<file path="src/rtl/bull_cow_game_ctrl.sv">
// rtl/bull_cow_game_ctrl.sv - bull/cow game sequencer: digit capture, scoring handshake, win/lose.
// Optional build macro: REJECT_REPEAT_EN (reject a second digit equal to the first).
module bull_cow_game_ctrl #(
    parameter int MAX_TRIES = 8,
    parameter int TRY_W     = 4
) (
    input  logic             clk,
    input  logic             rst_n,
    input  logic [3:0]       digit_in,
    input  logic             enter,
    input  logic [1:0]       score_bull,
    input  logic [1:0]       score_cow,
    output logic [3:0]       secret1,
    output logic [3:0]       secret0,
    output logic [3:0]       guess1,
    output logic [3:0]       guess0,
    output logic             score_valid,
    output logic [1:0]       last_bull,
    output logic [1:0]       last_cow,
    output logic [TRY_W-1:0] attempts,
    output logic             win,
    output logic             lose,
    output logic             digit_err,
    output logic [2:0]       state
);

    typedef enum logic [2:0] {
        S_SET1   = 3'd0,
        S_SET0   = 3'd1,
        S_GUESS1 = 3'd2,
        S_GUESS0 = 3'd3,
        S_SCORE  = 3'd4,
        S_WIN    = 3'd5,
        S_LOSE   = 3'd6
    } state_t;

    localparam logic [TRY_W-1:0] MAX_CNT = TRY_W'(MAX_TRIES);

    state_t           state_q, state_d;
    logic [3:0]       secret1_q, secret1_d, secret0_q, secret0_d;
    logic [3:0]       guess1_q, guess1_d, guess0_q, guess0_d;
    logic             score_valid_q, score_valid_d;
    logic [1:0]       last_bull_q, last_bull_d, last_cow_q, last_cow_d;
    logic [TRY_W-1:0] attempts_q, attempts_d, attempts_inc;
    logic             win_q, win_d, lose_q, lose_d, digit_err_q, digit_err_d;
    logic             digit_bad;

    always_comb begin
        state_d       = state_q;
        secret1_d     = secret1_q;
        secret0_d     = secret0_q;
        guess1_d      = guess1_q;
        guess0_d      = guess0_q;
        score_valid_d = 1'b0;
        last_bull_d   = last_bull_q;
        last_cow_d    = last_cow_q;
        attempts_d    = attempts_q;
        win_d         = win_q;
        lose_d        = lose_q;
        digit_err_d   = 1'b0;

`ifdef REJECT_REPEAT_EN
        digit_bad = (digit_in > 4'd9)
                  || (state_q == S_SET0   && digit_in == secret1_q)
                  || (state_q == S_GUESS0 && digit_in == guess1_q);
`else
        digit_bad = (digit_in > 4'd9);
`endif

        // Saturate so the counter can never wrap past the loss threshold.
        attempts_inc = (attempts_q == MAX_CNT) ? attempts_q : attempts_q + TRY_W'(1);

        case (state_q)
            S_SET1, S_SET0, S_GUESS1, S_GUESS0: begin
                if (enter) begin
                    if (digit_bad) begin
                        digit_err_d = 1'b1;
                    end else begin
                        case (state_q)
                            S_SET1:   begin secret1_d = digit_in; state_d = S_SET0;   end
                            S_SET0:   begin secret0_d = digit_in; state_d = S_GUESS1; end
                            S_GUESS1: begin guess1_d  = digit_in; state_d = S_GUESS0; end
                            default:  begin guess0_d  = digit_in; state_d = S_SCORE;  end
                        endcase
                    end
                end
            end
            S_SCORE: begin
                last_bull_d   = score_bull;
                last_cow_d    = score_cow;
                score_valid_d = 1'b1;
                attempts_d    = attempts_inc;
                if (score_bull == 2'b11) begin
                    state_d = S_WIN;
                    win_d   = 1'b1;
                end else if (attempts_inc == MAX_CNT) begin
                    state_d = S_LOSE;
                    lose_d  = 1'b1;
                end else begin
                    state_d = S_GUESS1;
                end
            end
            S_WIN, S_LOSE: begin
                if (enter) begin
                    state_d     = S_SET1;
                    secret1_d   = '0;
                    secret0_d   = '0;
                    guess1_d    = '0;
                    guess0_d    = '0;
                    last_bull_d = '0;
                    last_cow_d  = '0;
                    attempts_d  = '0;
                    win_d       = 1'b0;
                    lose_d      = 1'b0;
                end
            end
            default: state_d = S_SET1;
        endcase
    end

    always_ff @(posedge clk) begin
        if (!rst_n) begin
            state_q       <= S_SET1;
            secret1_q     <= '0;
            secret0_q     <= '0;
            guess1_q      <= '0;
            guess0_q      <= '0;
            score_valid_q <= 1'b0;
            last_bull_q   <= '0;
            last_cow_q    <= '0;
            attempts_q    <= '0;
            win_q         <= 1'b0;
            lose_q        <= 1'b0;
            digit_err_q   <= 1'b0;
        end else begin
            state_q       <= state_d;
            secret1_q     <= secret1_d;
            secret0_q     <= secret0_d;
            guess1_q      <= guess1_d;
            guess0_q      <= guess0_d;
            score_valid_q <= score_valid_d;
            last_bull_q   <= last_bull_d;
            last_cow_q    <= last_cow_d;
            attempts_q    <= attempts_d;
            win_q         <= win_d;
            lose_q        <= lose_d;
            digit_err_q   <= digit_err_d;
        end
    end

    assign secret1     = secret1_q;
    assign secret0     = secret0_q;
    assign guess1      = guess1_q;
    assign guess0      = guess0_q;
    assign score_valid = score_valid_q;
    assign last_bull   = last_bull_q;
    assign last_cow    = last_cow_q;
    assign attempts    = attempts_q;
    assign win         = win_q;
    assign lose        = lose_q;
    assign digit_err   = digit_err_q;
    assign state       = state_q;

endmodule
</file>
<file path="config.mk">
export PLATFORM = sky130hd
export DESIGN_NAME = bull_cow_game_ctrl
export DESIGN_NICKNAME = d
export VERILOG_FILES = /design/src/rtl/bull_cow_game_ctrl.sv
export SDC_FILE = /design/constraint.sdc
export NUM_CORES = 1
export LEC_CHECK = 0
export CAP_MARGIN = 5
export CORE_MARGIN = 4
export CORE_UTILIZATION = 50
export DETAILED_ROUTE_END_ITERATION = 8
export PLACE_DENSITY_LB_ADDON = 0.15
export SYNTH_ARGS = -nofsm -noshare
export SYNTH_HDL_FRONTEND = slang
export SYNTH_SLANG_ARGS = --single-unit
</file>
<file path="constraint.sdc">
create_clock -name clk -period 2.9 [get_ports clk]
set_input_delay 0.435 -clock clk [delete_from_list [all_inputs] [get_ports clk]]
set_output_delay 0.435 -clock clk [all_outputs]
set_load 0.05 [all_outputs]
</file>
---- Word level (Yosys, flattened, before mapping) ----
Index checks and enable logic that the tools add are counted.
word-level totals
  register bits ........................... 31
  input port bits ......................... 11
  logic and storage cells ................. 85
  output and inout bits ................... 31
operators by class
  reduce and logical (&&, ||, !) cells .... 15
  equality and inequality tests ........... 19
  muxes and demuxes ....................... 37
  add/subtract/negate cells ............... 1
  magnitude comparators ................... 1
operator list
  operator                                                         count
  4-bit two-way mux                                                14
  4-bit case mux with 2 select lines                               5
  2-bit != test, second input constant                             10
  5-bit AND reduction                                              4
  3-bit case mux with 3 select lines                               2
  3-bit two-way mux                                                5
  3-bit == test, second input constant                             3
  3-bit AND reduction                                              3
  4-bit == test, second input constant                             2
  2-bit case mux with 2 select lines                               2
  3-bit by 2-bit == test with 1-bit output, second input constant  2
  1-bit two-way mux                                                6
  4-bit by 1-bit adder with 4-bit output, second input constant    1
  4-bit greater-than comparator, second input constant             1
  1-bit case mux with 2 select lines                               2
  4-bit AND reduction                                              1
  2-bit nonzero test                                               2
  4-bit OR reduction                                               1
  3-bit by 1-bit == test with 1-bit output, second input constant  1
  3-bit zero test                                                  1
  3-bit OR reduction                                               1
  2-bit == test, second input constant                             1
  2-bit two-way mux                                                1
  2-bit AND reduction                                              1
  2-bit OR reduction                                               1

---- Longest topological paths before layout ----
Gate-level depths: netlist (run 1).
  depth in word-level cells ............... 6
  mapped depth ............................ 6
  mapped depth without buffers ............ 6

---- Worst setup path before layout (run 1) ----
No wires, ideal clock.
  kind .................................... flip-flop to flip-flop
  from .................................... register attempts_q[0] (netlist: attempts[0])
  to ...................................... register state_q[2] (netlist: state[2])
  clock period less this slack ............ 2.206 ns
  arrival time ............................ 2.115 ns
  cell stages (with the launch flop) ...... 7
  slack ................................... 0.694 ns
  cell sequence ........................... dfxtp_1 inv_1 ha_1 nor4b_1 a311oi_1 or4_1 a311oi_1
on the way
  word-level cells in the longest chain between the ends .. 6
RTL lines
  what                                                                            RTL line  RTL
  from (decl)                                                                     44        logic [TRY_W-1:0] attempts_q, attempts_d, attempts_inc;
  from (signal assigned)                                                          144       attempts_q <= attempts_d;
  4-bit by 1-bit adder with 4-bit output / 4-bit == test (equally long branches)  71        attempts_inc = (attempts_q == MAX_CNT) ? attempts_q : attempts_q + TRY_W'(1);
  4-bit two-way mux (*)                                                           71
  4-bit == test (*)                                                               96        end else if (attempts_inc == MAX_CNT) begin
  3-bit two-way mux (*)                                                           96
  3-bit two-way mux (*)                                                           93        if (score_bull == 2'b11) begin
  3-bit case mux with 3 select lines (*)                                          73        case (state_q)
  to (signal assigned)                                                            136       state_q <= state_d;
  to (decl)                                                                       39        state_t state_q, state_d;
Mark *: on every way between the ends. The rest lies on a longest branch, timed or not.
A chain may end at the register's enable or synchronous reset.

---- Worst setup path in the final report (run 1) ----
  from .................................... register state_q[0] (netlist: state[0])
  to ...................................... output state[0]
RTL lines
  what       RTL line  RTL
  to (decl)  24        output logic [2:0] state
No word-level cell between the ends.

==> summary.md, run 1 <==
| Metric | Value |
|---|---|
| Grt total ovfl | `0` |
| Reg2reg end | `state[2]$_SDFFE_PN0P_` |
| Cells on worst reg2reg path | `6` |
| Post-route clock period utilization | `79.65%` |
| Layout cells sized above 1 | `6.701%` |
| Initial antenna violation count | `0` |
| Core ar. | `0.002590 mm^2` |
| Max Fclk | `0.4329 GHz` |
| # setup viols final | `0` |
| Syn Nets | `168` |
| Finished Layout Cells | `224` |
| Post-Place Worst Slack | `0.4045 ns` |
| DRT iter0 DRCs | `37` |
| Post-CTS sizing | `0` |
| Setup bufs post-CTS | `0` |
| Launch point of the worst reg-to-reg path | `attempts[0]$_SDFFE_PN0P_` |
| Cells along the critical path | `clkdlybuf4s50_1` |
| Worst-margin pin slew | `0.5493 ns` |
| Max-cap violations | `0` |
| CP max FO | `17` |
| CTS Buf Count | `5` |
| Min-delay src | `guess0[1]$_SDFFE_PN0P_` |
| CTS tree | `yes` |
| VDD IR-drop max | `0.0003944 V` |
| Crit-path leading delay family | `buffers and inverters` |
| Routed vias/inst | `5.638` |
| Area grow syn2layout | `32.92%` |
| Drt pass-1 iters | `5` |
| Antenna cells | `0` |
| Starting Density | `54.44%` |
| Placer Congestion | `0.8404` |
| Clk sink count | `31` |
| Crit path buf inv count | `1` |
| Cells after synthesis | `155` |
| Status | `complete, no violations` |
| Layout net count | `207` |
| Most frequent cells in the layout | `clkdlybuf4s50_1 (41), dfxtp_1 (31), nand2_1 (26)` |
| I/O Buffers | `41` |
| Post-synth top area share | `44.01%` |
| Remaining DRCs | `0` |
| Largest family of logic cells by synthesized area | `simple AND/OR/NAND/NOR gates` |
| Min-Delay Path Class | `reg -> reg` |
| Cts hold-fix bufs | `0` |
| Most common cell after layout, fill and taps aside | `clkdlybuf4s50_1` |
| Post-synth top flop | `dfxtp_1` |
| Final Instance Area | `0.001874 mm^2` |
| Register bit count reported by yosys | `31` |
| FP Rows | `18` |
| Global-route wire length before repair | `5485 um` |
| Critical Path RT | `2.47 ns` |
| Hold path endpoint | `guess0[1]$_SDFFE_PN0P_` |
| Asr flop ratio synth | `0%` |
| Post-Synth XOR/XNOR Area | `1.863%` |
| Mapped Area | `0.001410 mm^2` |
| Worst-skew pair later-pin latency | `0.31 ns` |
| Synthesis Warnings | `0` |
| Startpoint types | `register` |
| Ports | `42` |
| Final TNS setup | `0 ns` |
| Synth Area in Compound Gates | `16.50%` |
| Final worst slack | `0.5901 ns` |
| R2R setup slack | `0.90 ns` |
| Multiplexer share of the synthesized area | `12.07%` |
| Largest net degree at the start of global routing | `22` |
| H-tree levels | `2` |
| Vias in the first global route | `1,158` |
| RSZ-0062 raised after global routing | `false` |
| Die height | `61.11 um` |
| Final hold slack | `0.4576 ns` |
| Relative slew slack | `62.99%` |
| Slowest CP cell | `clkdlybuf4s50_1` |
| Die X-Extent | `61.11 um` |
| Yosys top cell by area | `dfxtp_1` |
| Synth area leaders | `dfxtp_1 (44%), mux2i_1 (12%), nand2_1 (6.9%), a22o_1 (3.7%), a21oi_1 (3.2%)` |
| Synth Area in Simple Gates | `19.34%` |
| Crit. End Element | `output pin` |
| Post-DP HPWL | `2512 um` |
| Filler Cell Count | `204` |
| Max-slew violation count | `0` |
| Via count | `1,263` |
| Layout Skew | `0.005912 ns` |
| # placed instances | `217` |
| Worst Hold Depth | `2` |
| CTS root buf | `clkbuf_4` |
| Antenna viol nets, final | `0` |
| GRT Util Overall | `19.67%` |
| Synth Area in Adders | `1.775%` |
| Die ar. | `0.003734 mm^2` |
| Post-layout min period | `2.310 ns` |
| DP Area | `0.001818 mm^2` |
| Clock Path Buffers | `2` |
| Wire per inst | `15.08 um` |
| Critical Path Max Stage Delay | `0.90 ns` |
| Syn Area/Cell | `9.097 um^2` |
| Fin. Hold Viols | `0` |
| P_leak | `0.7394 nW` |
| Reg clk slew, reported paths | `0.09 ns` |
| Register area share after synthesis | `44.01%` |
| Setup CP Type | `reg -> out` |
| Critical path arrival | `1.87 ns` |
| Post-synth EDFFs | `0` |
| Distinct cells, synth | `38` |
| Power per Cell Area | `431.2 mW/mm^2` |
| Detailed Route WL | `3379 um` |
==> Yosys cell counts, types with 2 or more instances <==
master,count
xor2_1,2
a21oi_1,9
nor2b_1,7
nand2_1,26
a311oi_1,3
inv_1,4
o21ai_0,7
clkbuf_2,2
buf_2,3
or2_2,3
ha_1,2
a22o_1,6
nand3_1,4
clkbuf_1,4
nor2_1,4
dfxtp_1,31
mux2i_1,17
==> state kept, by name, indices dropped and copies added (netlist names) <==
signal	count
attempts	4
guess0	4
guess1	4
secret0	4
secret1	4
state	3
last_bull	2
last_cow	2
digit_err	1
lose	1
score_valid	1
win	1
==> metrics by stage <==
step / power, mW / util (%)
after floorplan: 0.5271 / -
after CTS: 0.8168 / 72.37
after global routing: 0.8404 / 72.37
final: 0.8082 / 72.37
after detailed placement: 0.5697 / 70.19
after global placement: 0.5672 / 70.19
==> metal layers <==
| layer | routed length, um | share of wire (%) | track usage (%) |
|---|---|---|---|
| met3 | 204 | 6.0 | 6.080 |
| met2 | 1620 | 48 | 30.97 |
| met4 | 40 | 1.2 | 6.192 |
| met1 | 1513 | 45 | 25.77 |
| met5 | 0 | 0 | 0 |
==> worst min-delay path, delay by kind of cell, from the launching register on <==
family,cells,cell delay (ns)
flops,1,0.32
mux,1,0.05
simple gates,1,0.05
==> cell type report <==
cell class	instances	area [um^2]	area share, %
timing repair buffer	42	417.9	22.30
tap	30	37.54	2.003
sequential	31	620.6	33.11
clock buffer	6	51.30	2.737
inverter	4	15.01	0.8011
multi-input combinational	110	726.9	38.78
clock inverter	1	5.005	0.2670
==> cell families after synthesis <==
group | count (synthesis)
compound gates | 34
xor+xnor | 3
fa+ha+maj | 2
buf+inv | 14
flops | 31
mux | 17
simple gates | 54
==> worst max-delay path by stage <==
stage	startpoint	endpoint	slack (ns)	cells after the start
global placement	digit_in[2]	secret1[2]$_SDFFE_PN0P_	0.55	5
CTS	state[2]$_SDFFE_PN0P_	state[2]	0.59	1
global route	state[0]$_SDFFE_PN0P_	state[0]	0.50	1
detailed placement	digit_in[2]	secret1[2]$_SDFFE_PN0P_	0.40	5
floorplan	attempts[0]$_SDFFE_PN0P_	state[2]$_SDFFE_PN0P_	0.69	6
finish	state[0]$_SDFFE_PN0P_	state[0]	0.59	1
==> report_power, final <==
part           switching, mW  leakage, nW  total (mW)  internal (mW)
registers             0.0117        0.251       0.446          0.434
clock network          0.136       0.0341       0.248          0.112
logic                 0.0699        0.455       0.114         0.0445
No activity file was read; power rests on OpenSTA's default activity.
==> run 2, diff against run 1 <==
Settings changed: CORE_UTILIZATION 50 to 46.
Clock period 2.9 ns to 2.25 ns, I/O delays scaled along.
==> run 2 against run 1 <==
Net effect: critical path depth did not move; critical path type unchanged; power grew 28%; clock skew rose by 0.00082 ns; critical endpoint is now attempts[2].
==> summary.md, run 2 (synthesis gave the netlist of run 1 again) <==
| Metric | Value |
|---|---|
| Status | `complete, no violations` |
| I/O Buffers | `41 (unchanged)` |
| Crit-path leading delay family | `buffers and inverters` |
| Final TNS setup | `0 ns (unchanged)` |
| CP max FO | `8 (-9)` |
| Largest net degree at the start of global routing | `18 (-18%)` |
| Max-slew violation count | `0 (unchanged)` |
| Slowest CP cell | `clkdlybuf4s50_1` |
| Layout Skew | `0.006737 ns (+0.0008244 ns)` |
| Wire length on met2 | `1622 um (+0.12%)` |
| Critical path arrival | `1.67 ns (-0.20 ns)` |
| Relative slew slack | `64.59% (+1.6 points)` |
| Placer Congestion | `0.7605 (-9.5%)` |
| Vias in the first global route | `1,275 (+10%)` |
| Initial antenna violation count | `0 (unchanged)` |
| Cells along the critical path | `clkdlybuf4s50_1` |
| Starting Density | `49.43% (-5.0 points)` |
| DRT iter0 DRCs | `72 (+95%)` |
| # setup viols final | `0 (unchanged)` |
| Setup CP Type | `reg -> out` |
| CTS tree | `yes` |
| Min-Delay Path Class | `reg -> reg` |
| Grt total ovfl | `0 (unchanged)` |
| Most common cell after layout, fill and taps aside | `clkdlybuf4s50_1` |
| Met3 routed WL | `208 um (+2.0%)` |
| Clk sink count | `31 (unchanged)` |
| Via count | `1,299 (+2.9%)` |
| Power per Cell Area | `540.5 mW/mm^2 (+25%)` |
| RSZ-0062 raised after global routing | `false` |
| Clock Path Buffers | `2 (unchanged)` |
| DP Area | `0.001849 mm^2 (+1.7%)` |
| Detailed Route WL | `3391 um (+0.36%)` |
| Final hold slack | `0.4657 ns (+0.008057 ns)` |
| Ports | `42 (unchanged)` |
| Critical Path RT | `1.91 ns (-0.56 ns)` |
| Fin. Hold Viols | `0 (unchanged)` |
| Routed vias/inst | `5.648 (+0.17%)` |
| Most frequent cells in the layout | `clkdlybuf4s50_1 (39), dfxtp_1 (31), nand2_1 (26)` |
| Drt pass-1 iters | `4 (-1)` |
| Max Fclk | `0.4993 GHz` |
| Remaining DRCs | `0 (unchanged)` |
| Layout cells sized above 1 | `8.543% (+1.8 points)` |
| Reg clk slew, reported paths | `0.09 ns (about the same)` |
| Post-route clock period utilization | `89.01%` |
| Worst-margin pin slew | `0.5256 ns (-0.02372 ns)` |
| Final Instance Area | `0.001911 mm^2 (+1.9%)` |
| Core ar. | `0.002853 mm^2 (+10%)` |
| WP depth | `1 (unchanged)` |
| Startpoint types | `register` |
| CTS Buf Count | `5 (unchanged)` |
| FP Rows | `19 (+1)` |
| Antenna cells | `0 (unchanged)` |
| Tot Pwr | `1.033 mW (+28%)` |
| Area grow syn2layout | `35.49%` |
| Cells on worst reg2reg path | `6 (unchanged)` |
| Die ar. | `0.004015 mm^2 (+7.5%)` |
| P_leak | `0.7871 nW (+6.5%)` |
| Post-layout util | `66.97% (-5.4 points)` |
| Setup bufs post-CTS | `0 (unchanged)` |
| Wire per inst | `14.74 um (-2.3%)` |
| Antenna viol nets, final | `0 (unchanged)` |
| Die height | `63.37 um (+3.7%)` |
| Post-DP HPWL | `2521 um (+0.36%)` |
| Highest metal used | `met4` |
| Global-route wire length before repair | `5899 um (+7.5%)` |
| Critical Path Max Stage Delay | `0.86 ns (-0.04 ns)` |
| H-tree levels | `2 (unchanged)` |
| Crit. End Element | `output pin` |
| Max-cap violations | `0 (unchanged)` |
| Worst Hold Depth | `2 (unchanged)` |
| Metal-1 WL | `1519 um (+0.40%)` |
| GRT Util Overall | `18.36% (-1.3 points)` |
| Die X-Extent | `63.37 um (+3.7%)` |
| Worst-skew pair later-pin latency | `0.33 ns (+0.02 ns)` |
| Filler Cell Count | `235 (+15%)` |
| Layout net count | `211 (+1.9%)` |
| Crit path buf inv count | `1 (unchanged)` |
| Post-layout min period | `2.003 ns` |
| VDD IR-drop max | `0.0004469 V (+13%)` |
| CTS root buf | `clkbuf_4` |
run 2: changes by cell type in the layout (fill, tap and decap cells not counted), moves of 2 or more:
cell / before / now
dlymetal6s2s_1: 0 / 2
clkdlybuf4s50_1: 41 / 39
clkbuf_1: 0 / 2
buf_4: 1 / 5
run 2: stage by stage:
stage / setup slack, ns / instances
6_report: 0.2474 / 230
5_1_grt: 0.07633 / 230
4_1_cts: 0.02554 / 230
3_5_place_dp: 0.1650 / 222
3_3_place_gp: 0.2764 / 222
2_1_floorplan: 0.04403 / 155
run 2: path summary, 6_finish.rpt:
kind / from / to / slack [ns]
worst max-delay path: attempts[2]$_SDFFE_PN0P_ / attempts[2] / 0.25
worst min-delay path: secret1[3]$_SDFFE_PN0P_ / secret1[3]$_SDFFE_PN0P_ / 0.47
worst max register to register: attempts[0]$_SDFFE_PN0P_ / state[2]$_SDFFE_PN0P_ / 0.26
worst min register to register: secret1[3]$_SDFFE_PN0P_ / secret1[3]$_SDFFE_PN0P_ / 0.47
run 2: cell type report:
type / instances / area [um^2] / area share [%]
Inverter: 4 / 15.01 / 0.7859
Tap cell: 31 / 38.79 / 2.030
Clock inverter: 1 / 5.005 / 0.2620
Timing Repair Buffer: 46 / 452.9 / 23.71
Clock buffer: 7 / 45.04 / 2.358
Multi-Input combinational cell: 110 / 733.2 / 38.38
Sequential cell: 31 / 620.6 / 32.48
run 2: per-layer routing:
| layer | vias up | track usage (%) |
|---|---|---|
| li1 | 631 | - |
| met1 | 613 | 22.57 |
| met2 | 49 | 30.12 |
| met3 | 6 | 4.973 |
| met4 | 0 | 7.547 |
| met5 | - | 0 |
run 2: repair_timing:
action / 4_1_cts / 5_1_grt
gates resized for setup: 0 / 3
hold buffers: 0 / 0
setup endpoints to repair: 0 / 3
run 2: report_power, final:
group	internal, mW	switching, mW	total, mW
Combinational	0.0598	0.0908	0.151
Clock	0.122	0.186	0.308
Sequential	0.560	0.0145	0.574
Total	0.741	0.291	1.03
==> run 3, diff against run 2 <==
Settings changed: PLACE_DENSITY set to 0.78, PLACE_DENSITY_LB_ADDON 0.15 to unset.
==> run 3 against run 2 <==
Net effect: non-clock buffer count unchanged; sequential share of layout area about the same; fmax down 2.5%; via count up 0.23%; sequential power about the same; critical path depth up 5; power up 0.29%; clock skew down 0.00078 ns; flip-flop and latch count unchanged.
==> summary.md, run 3 (synthesis gave the netlist of run 1 again) <==
| Metric | Value |
|---|---|
| Most frequent cells in the layout | `clkdlybuf4s50_1 (39), dfxtp_1 (31), nand2_1 (26)` |
| CTS Buf Count | `5 (unchanged)` |
| Largest net degree at the start of global routing | `18 (unchanged)` |
| Wire per inst | `15.06 um (+2.1%)` |
| Via count | `1,302 (+0.23%)` |
| Post-DP HPWL | `2561 um (+1.6%)` |
| Fin. Hold Viols | `0 (unchanged)` |
| Global-route wire length before repair | `6099 um (+3.4%)` |
| Startpoint types | `register` |
| Vias in the first global route | `1,270 (-0.39%)` |
| Crit. End Element | `register` |
| Routed vias/inst | `5.661 (+0.23%)` |
| Status | `complete, no violations` |
| DRT iter0 DRCs | `117 (+63%)` |
| Wire length on met2 | `1658 um (+2.2%)` |
| Metal-1 WL | `1596 um (+5.1%)` |
| DP Area | `0.001849 mm^2 (unchanged)` |
| Drt pass-1 iters | `4 (unchanged)` |
| Max-cap violations | `0 (unchanged)` |
| P_leak | `0.7860 nW (-0.14%)` |
| Launch point of the worst reg-to-reg path | `attempts[0]$_SDFFE_PN0P_` |
| Die ar. | `0.004015 mm^2 (unchanged)` |
| Critical path arrival | `2.29 ns (+0.62 ns)` |
| Core ar. | `0.002853 mm^2 (unchanged)` |
| Most common cell after layout, fill and taps aside | `clkdlybuf4s50_1` |
| Antenna cells | `0 (unchanged)` |
| Setup CP Type | `reg -> reg` |
| Ports | `42 (unchanged)` |
| Placer Congestion | `0.8124 (+6.8%)` |
| Post-layout min period | `2.054 ns (+0.05105 ns)` |
| Clk sink count | `31 (unchanged)` |
| Starting Density | `49.43% (unchanged)` |
| Antenna viol nets, final | `0 (unchanged)` |
| Highest metal used | `met4` |
| VDD IR-drop max | `0.0005622 V (+26%)` |
| Detailed Route WL | `3463 um (+2.1%)` |
| Post-route clock period utilization | `91.27% (+2.3 points)` |
| Die height | `63.37 um (unchanged)` |
| Layout Skew | `0.005959 ns (-0.0007772 ns)` |
| Worst-margin pin slew | `0.6325 ns (+0.1069 ns)` |
| CTS root buf | `clkbuf_4` |
| Max Fclk | `0.4869 GHz (-2.5%)` |
| Met3 routed WL | `172 um (-17%)` |
| RSZ-0062 raised after global routing | `false` |
| I/O Buffers | `41 (unchanged)` |
| Max-slew violation count | `0 (unchanged)` |
| Min-Delay Path Class | `reg -> reg` |
| Remaining DRCs | `0 (unchanged)` |
| Power per Cell Area | `542.8 mW/mm^2 (+0.42%)` |
| Final TNS setup | `0 ns (unchanged)` |
| CP startpoint | `attempts[0]$_SDFFE_PN0P_` |
| Initial antenna violation count | `0 (unchanged)` |
| Reg clk slew, reported paths | `0.09 ns (about the same)` |
| Layout cells sized above 1 | `8.543% (unchanged)` |
| # setup viols final | `0 (unchanged)` |
| Die X-Extent | `63.37 um (unchanged)` |
| Min-delay src | `secret1[2]$_SDFFE_PN0P_` |
| CTS tree | `yes` |
| Layout net count | `211 (unchanged)` |
| Relative slew slack | `57.39% (-7.2 points)` |
| Critical Path RT | `2.49 ns (+0.58 ns)` |
| Clock Path Buffers | `2 (unchanged)` |
| Area grow syn2layout | `35.32%` |
| Worst-skew pair later-pin latency | `0.33 ns (about the same)` |
| Final Instance Area | `0.001908 mm^2 (-0.13%)` |
| GRT Util Overall | `18.82% (+0.46 points)` |
| Grt total ovfl | `0 (unchanged)` |
| CP max FO | `5 (-3)` |
| H-tree levels | `2 (unchanged)` |
| FP Rows | `19 (unchanged)` |
-- run 3: through the flow --
stage               hold slack [ns]  worst slack, ns  util (%)  power [mW]  instances
detailed placement           0.4484           0.1570     64.82      0.7378        222
CTS                          0.4691        0.0006481     66.71       1.049        230
finish                       0.4653           0.1963     66.89       1.036        230
global placement             0.4454           0.2746     64.82      0.7357        222
floorplan                    0.4705          0.04403         -      0.6794        155
global route                 0.4874          0.02449     66.89       1.088        230
-- run 3: worst max-delay path: stages, from the launching register on --
cell and delay (ns):
dfxtp_1 0.44, inv_1 0.12, ha_1 0.22, nor4b_1 0.30
a311oi_1 0.10, or4_1 0.50, a311oi_1 0.29
-- run 3: cell type report --
cell class | instances | area [um^2]
tap | 31 | 38.79
clock buffer | 6 | 41.29
timing repair buffer | 46 | 452.9
clock inverter | 2 | 12.51
multi-input combinational | 110 | 726.9
inverter | 4 | 15.01
fill | 237 | 944.7
sequential | 31 | 620.6
-- run 3: path summary, 6_finish.rpt --
path,endpoint,slack [ns],cells after the start
min reg2reg,secret1[2]$_SDFFE_PN0P_,0.47,2
max reg2reg,state[2]$_SDFFE_PN0P_,0.20,6
max,state[2]$_SDFFE_PN0P_,0.20,6
min,secret1[2]$_SDFFE_PN0P_,0.47,2
-- run 3: layer usage --
metal | vias up | track usage (%)
met1 | 627 | 25.03
met4 | 0 | 4.582
li1 | 635 | -
met3 | 4 | 6.750
met2 | 36 | 28.94
met5 | - | 0
-- run 3: power by group --
part           total, mW  switching [mW]  internal, mW
clock              0.310           0.190         0.120
combinational      0.151          0.0915        0.0597
sequential         0.575          0.0148         0.560
total               1.04           0.296         0.740
-- run 3: what timing repair did --
action,4_1_cts,5_1_grt
buffers inserted,0,0
hold buffers,0,0
endpoints found under the setup margin,0,2
gates resized for setup,0,2
